--- src/rtl/uart_rx_ctrl.sv ---
// UART receive controller: sample-tick baud generator, RX byte FIFO, overrun and level irq.
// Optional idle timeout is built when UART_RX_TIMEOUT_EN is defined.
module uart_rx_ctrl #(
    parameter int DEPTH         = 16,
    parameter int DIV_W         = 16,
    parameter int TIMEOUT_TICKS = 640
) (
    input  logic                       clk,
    input  logic                       rst,
    input  logic                       enable,
    input  logic [DIV_W-1:0]           divisor,
    output logic                       sample_tick,
    input  logic [7:0]                 phy_data,
    input  logic                       phy_valid,
    input  logic                       rd_req,
    output logic [7:0]                 rd_data,
    output logic                       rd_valid,
    output logic [$clog2(DEPTH):0]     level,
    output logic                       empty,
    output logic                       full,
    output logic                       overrun,
    input  logic                       ovr_clr,
    input  logic [$clog2(DEPTH):0]     irq_thresh,
    output logic                       irq,
    output logic                       timeout
);
    localparam int AW = $clog2(DEPTH);
    localparam int LW = AW + 1;

    logic [DIV_W-1:0] div_cnt;
    logic [DIV_W-1:0] div_last;
    logic [AW-1:0]    wr_ptr;
    logic [AW-1:0]    rd_ptr;
    logic [7:0]       mem [DEPTH];
    logic             push;
    logic             pop;
    logic             drop;
    logic [LW-1:0]    level_next;
    logic             overrun_next;
    logic             timeout_next;

    // A divisor of 0 behaves like 1: tick on every cycle.
    assign div_last = (divisor == '0) ? '0 : divisor - 1'b1;

    assign empty = (level == '0);
    assign full  = (level == LW'(DEPTH));

    always_comb begin
        pop          = rd_req && !empty;
        push         = phy_valid && enable && (!full || pop);
        drop         = phy_valid && enable && !push;
        level_next   = level + LW'(push) - LW'(pop);
        overrun_next = drop ? 1'b1 : (ovr_clr ? 1'b0 : overrun);
    end

    always_ff @(posedge clk or posedge rst) begin
        if (rst) begin
            div_cnt     <= '0;
            sample_tick <= 1'b0;
        end else if (!enable) begin
            div_cnt     <= '0;
            sample_tick <= 1'b0;
        end else if (div_cnt >= div_last) begin
            div_cnt     <= '0;
            sample_tick <= 1'b1;
        end else begin
            div_cnt     <= div_cnt + 1'b1;
            sample_tick <= 1'b0;
        end
    end

    always_ff @(posedge clk) begin
        if (push)
            mem[wr_ptr] <= phy_data;
    end

    always_ff @(posedge clk or posedge rst) begin
        if (rst) begin
            wr_ptr   <= '0;
            rd_ptr   <= '0;
            level    <= '0;
            rd_data  <= '0;
            rd_valid <= 1'b0;
            overrun  <= 1'b0;
            irq      <= 1'b0;
        end else begin
            if (push)
                wr_ptr <= wr_ptr + 1'b1;
            if (pop) begin
                rd_ptr  <= rd_ptr + 1'b1;
                rd_data <= mem[rd_ptr];
            end
            rd_valid <= pop;
            level    <= level_next;
            overrun  <= overrun_next;
            irq      <= ((irq_thresh != '0) && (level_next >= irq_thresh))
                        || overrun_next || timeout_next;
        end
    end

`ifdef UART_RX_TIMEOUT_EN
    localparam int TW = (TIMEOUT_TICKS > 1) ? $clog2(TIMEOUT_TICKS) : 1;

    logic [TW-1:0] to_cnt;
    logic          to_hit;

    always_comb begin
        to_hit       = sample_tick && !timeout && !empty && !push && !pop
                       && (to_cnt == TW'(TIMEOUT_TICKS - 1));
        timeout_next = (pop || (level_next == '0)) ? 1'b0 : (to_hit || timeout);
    end

    always_ff @(posedge clk or posedge rst) begin
        if (rst) begin
            to_cnt  <= '0;
            timeout <= 1'b0;
        end else begin
            if (push || pop || empty || to_hit)
                to_cnt <= '0;
            else if (sample_tick && !timeout)
                to_cnt <= to_cnt + 1'b1;
            timeout <= timeout_next;
        end
    end
`else
    logic unused_timeout_ticks;

    assign unused_timeout_ticks = (TIMEOUT_TICKS != 0);
    assign timeout_next         = 1'b0;
    assign timeout              = 1'b0;
`endif
endmodule
--- config.mk ---
export PLATFORM = sky130hd
export DESIGN_NAME = uart_rx_ctrl
export DESIGN_NICKNAME = d
export VERILOG_FILES = /design/src/rtl/uart_rx_ctrl.sv
export SDC_FILE = /design/constraint.sdc
export NUM_CORES = 1
export LEC_CHECK = 0
export CORE_UTILIZATION = 43
export DETAILED_ROUTE_END_ITERATION = 10
export PLACE_DENSITY = 0.64
export SETUP_SLACK_MARGIN = 0.05
export SYNTH_ARGS = -nofsm -noshare
export SYNTH_HDL_FRONTEND = slang
export SYNTH_SLANG_ARGS = --single-unit
--- constraint.sdc ---
create_clock -name clk -period 5.2 [get_ports clk]
set_input_delay 0.52 -clock clk [delete_from_list [all_inputs] [get_ports clk]]
set_output_delay 0.52 -clock clk [all_outputs]
set_load 0.05 [all_outputs]
==> flow_metrics.py <==
metrics = {
    "grt": {
        "grt_first_pass_wirelength_um": 25500,
        "antenna_found_initial": 0,
        "gr-total-overflow": 0,
        "grt_util_all_layers_pct": 18.9,
        "grt_max_degree": 42,
        "grt_pass1_vias": 4759,
    },
    "sta": {
        "slew_viol_final": 0,
        "slew_headroom_pct": 20.3,
        "setup_viol": 0,
        "fmax_mhz": 242,
        "fin_crit_ns": 4.12,
        "hold_viol_final": 0,
        "post-route-period-util_pct": 79.3,
        "rsz0062_at_grt": "no",
        "fin_setup_tns_ns": 0,
        "finalWorstSetupSlack_ns": 1.08,
        "skew_ns": 0.0105,
        "worstMarginPinSlew_ns": 1.20,
    },
    "floorplanning": {
        "io_pins": 55,
        "placementRows": 48,
        "coreArea_um2": 17400,
        "start_util_pct": 44.5,
        "die_y_um": 136,
        "die_x_um": 136,
        "die_area_um2": 18600,
    },
    "clocking": {
        "post_cts_buffers": 0,
        "clockRootBuffer": "clkbuf_16",
        "clock-sinks": 169,
        "htree_num_levels": 4,
        "cts_buffer_depth": 2,
        "cts-resized-gates": 0,
        "cts_hold_buffers": 0,
        "numCtsBuffers": 17,
        "cts_tree": "yes",
        "clk_pin_slew_ns": 0.06,
        "clk_latency_ns": 0.43,
    },
    "placement": {
        "hpwlAfterDp_um": 10900,
        "place.gp.congestion": 0.808,
        "placedInstanceArea_um2": 8530,
        "port_buffers": 53,
        "post-place-ws_ns": 0.762,
    },
    "yosys": {
        "synth.top_cell.area_share_pct": 49.6,
        "synthFlopType": "edfxtp_1",
        "muxShareOfSynthArea_pct": 11.4,
        "synth_compound_area_share_pct": 3.83,
        "synth.avg_cell_area_um2": 15.2,
        "async_reset_ff_share_pct": 24.3,
        "ys_seq_area_share_pct": 62.9,
        "synthAdderAreaFrac_pct": 5.75,
        "yosys.area_share.xor_xnor_pct": 3.96,
        "synthesis.area_um2": 7740,
        "ys_ff_latch": 169,
        "synth_simple_gate_area_share_pct": 10.0,
        "synth_edf_count": 128,
        "yosys.area.top_type": "edfxtp_1",
        "synth_top_family_by_area": "multiplexers",
        "synth_warnings": 0,
        "synth_common_cells": "edfxtp_1 (128), nand2_1 (43), dfrtp_1 (41)",
        "ys_top_cells_by_area": "edfxtp_1 (50%), dfrtp_1 (13%), mux4_2 (9.3%)",
        "synthCells": 508,
        "synth_nets": 578,
        "synth.most_common_cell": "edfxtp_1",
        "ys_types": 50,
    },
    "setup_path": {
        "path_cells": "inv_1 -> ha_1 -> nor4b_1 -> nand2b_1 -> inv_1 -> nand2_1 -> nand2_1 -> ha_1 -> fa_1 -> a21oi_1 -> nor2_1 -> nor2_1 -> xnor2_1 -> ha_1 -> nor2_1 -> a21oi_1 -> a21o_1",
        "slowest_delay_ns": 0.58,
        "crit_family": "simple AND/OR/NAND/NOR gates",
        "path_buf_inv": 2,
        "cp-start-kind": "flop",
        "critPathSlowestCell": "nand2b_1",
        "critPathKind": "flop to flop",
        "worstPathArrival_ns": 4.44,
        "crit_required_ns": 5.51,
        "path_max_fanout": 12,
        "critPathCaptureType": "flop",
    },
    "finish": {
        "diodes": 0,
        "design_area_um2": 9070,
        "drive_gt1_share_pct": 13.4,
        "fill_cells": 1462,
        "nets": 634,
        "area_delta_synth_final_pct": 17.1,
    },
    "routing": {
        "antenna_left": 0,
        "drt-total-wl_um": 16200,
        "first_pass_iters": 4,
        "drt_iter0_drc": 351,
        "dr_total_vias": 4551,
        "post-route-drc-count": 0,
        "vias_per_cell": 5.68,
        "avgRoutedWirePerCell_um": 20.2,
    },
    "pwr": {
        "p_leak_uw": 0.00331,
        "p_per_area_nw_per_um2": 474,
        "irDropWorstVdd_mv": 0.252,
    },
    "worst_hold_path": {
        "hp-class": "flop to flop",
    },
    "flow_run": {
        "cap_violations": 0,
    },
    "outcome": {
        "status": "completed",
    },
}
==> path summary, 6_finish.rpt <==
| kind | from | endpoint | slack [ns] | cells after the start |
|---|---|---|---|---|
| max | level[3]$_DFF_PP0_ | irq$_DFF_PP0_ | 1.08 | 17 |
| min | rd_ptr[3]$_DFFE_PP0P_ | rd_ptr[3]$_DFFE_PP0P_ | 0.50 | 1 |
| max reg2reg | level[3]$_DFF_PP0_ | irq$_DFF_PP0_ | 1.08 | 17 |
| min reg2reg | rd_ptr[3]$_DFFE_PP0P_ | rd_ptr[3]$_DFFE_PP0P_ | 0.50 | 1 |
| max in group asynchronous | rst | rd_ptr[2]$_DFFE_PP0P_ | 3.93 | 2 |
| min in group asynchronous | rst | div_cnt[14]$_DFF_PP0_ | 0.63 | 2 |
==> through the flow <==
stage / hold WS [ns] / power [uW] / cells / utilization, %
3_3_place_gp: 0.488 / 3140 / 770 / 49.0
4_1_cts: 0.502 / 4330 / 801 / 52.1
2_1_floorplan: 0.461 / 2760 / 508 / -
5_1_grt: 0.532 / 4500 / 801 / 52.1
6_report: 0.500 / 4300 / 801 / 52.1
3_5_place_dp: 0.489 / 3180 / 770 / 49.0
==> per-layer routing <==
layer / part of all wire [%] / global-route usage, % / vias up / wire, um
met1: 45 / 25.0 / 2346 / 7250
li1: - / - / 2081 / -
met4: 1.3 / 5.19 / 0 / 215
met5: 0 / 0 / - / 0
met2: 49 / 31.2 / 106 / 7980
met3: 4.6 / 4.18 / 18 / 740
==> cells in the final DEF (no fill, tap or decap), types with 2 or more instances in the layout <==
master / n
and3_1: 5
ha_1: 34
nor3_1: 8
a21o_1: 5
xor2_1: 6
o21ai_0: 6
o21a_1: 3
nand3b_1: 2
and3b_1: 5
inv_6: 3
buf_4: 5
clkdlybuf4s50_1: 53
clkbuf_16: 17
edfxtp_1: 128
a21oi_1: 8
nand4_1: 7
nand2b_1: 4
or3_1: 3
xnor2_1: 29
a2111oi_2: 2
clkinv_2: 2
dfrtp_2: 2
clkbuf_1: 2
and4_1: 6
mux2i_1: 16
dfrtp_1: 39
inv_1: 20
clkinv_1: 4
nand2_1: 43
nor2_1: 10
o221ai_1: 8
nand3_1: 9
o22ai_1: 2
nor3b_2: 4
mux4_2: 32
nor4_1: 20
clkinv_4: 2
nand4b_1: 2
==> area by class of cell <==
cell class                 count  area (um^2)  share of cell area (%)
clock buffer                  19          433                    4.78
clock inverter                12         98.8                    1.09
inverter                      21         78.8                   0.869
multi-input combinational    297         2730                    30.2
sequential                   169         4870                    53.7
tap                          225          282                    3.11
timing repair buffer          58          568                    6.27
==> registers in the layout, summed over array words and instances (netlist names) <==
| name | cells |
|---|---|
| irq | 1 |
| overrun | 1 |
| rd_data | 8 |
| wr_ptr | 4 |
| mem | 128 |
| level | 5 |
| rd_ptr | 4 |
| sample_tick | 1 |
| rd_valid | 1 |
| div_cnt | 16 |
==> logic make-up after synthesis <==
| logic type | after synthesis |
|---|---|
| AO/OA/AOI/OAI | 41 |
| multiplexers | 48 |
| XOR/XNOR | 35 |
| AND/OR/NAND/NOR | 137 |
| buffers and inverters | 42 |
| flip-flops | 169 |
| adder cells (fa/ha/maj) | 35 |
| other | 1 |
==> power by group <==
group / leakage (uW) / internal [uW] / switching [uW] / total, uW
sequential: 0.00168 / 1600 / 206 / 1810
combinational: 0.00137 / 621 / 708 / 1330
clock: 0.000262 / 653 / 504 / 1160
total: 0.00331 / 2880 / 1420 / 4300
No activity file was read; power rests on OpenSTA's default activity.
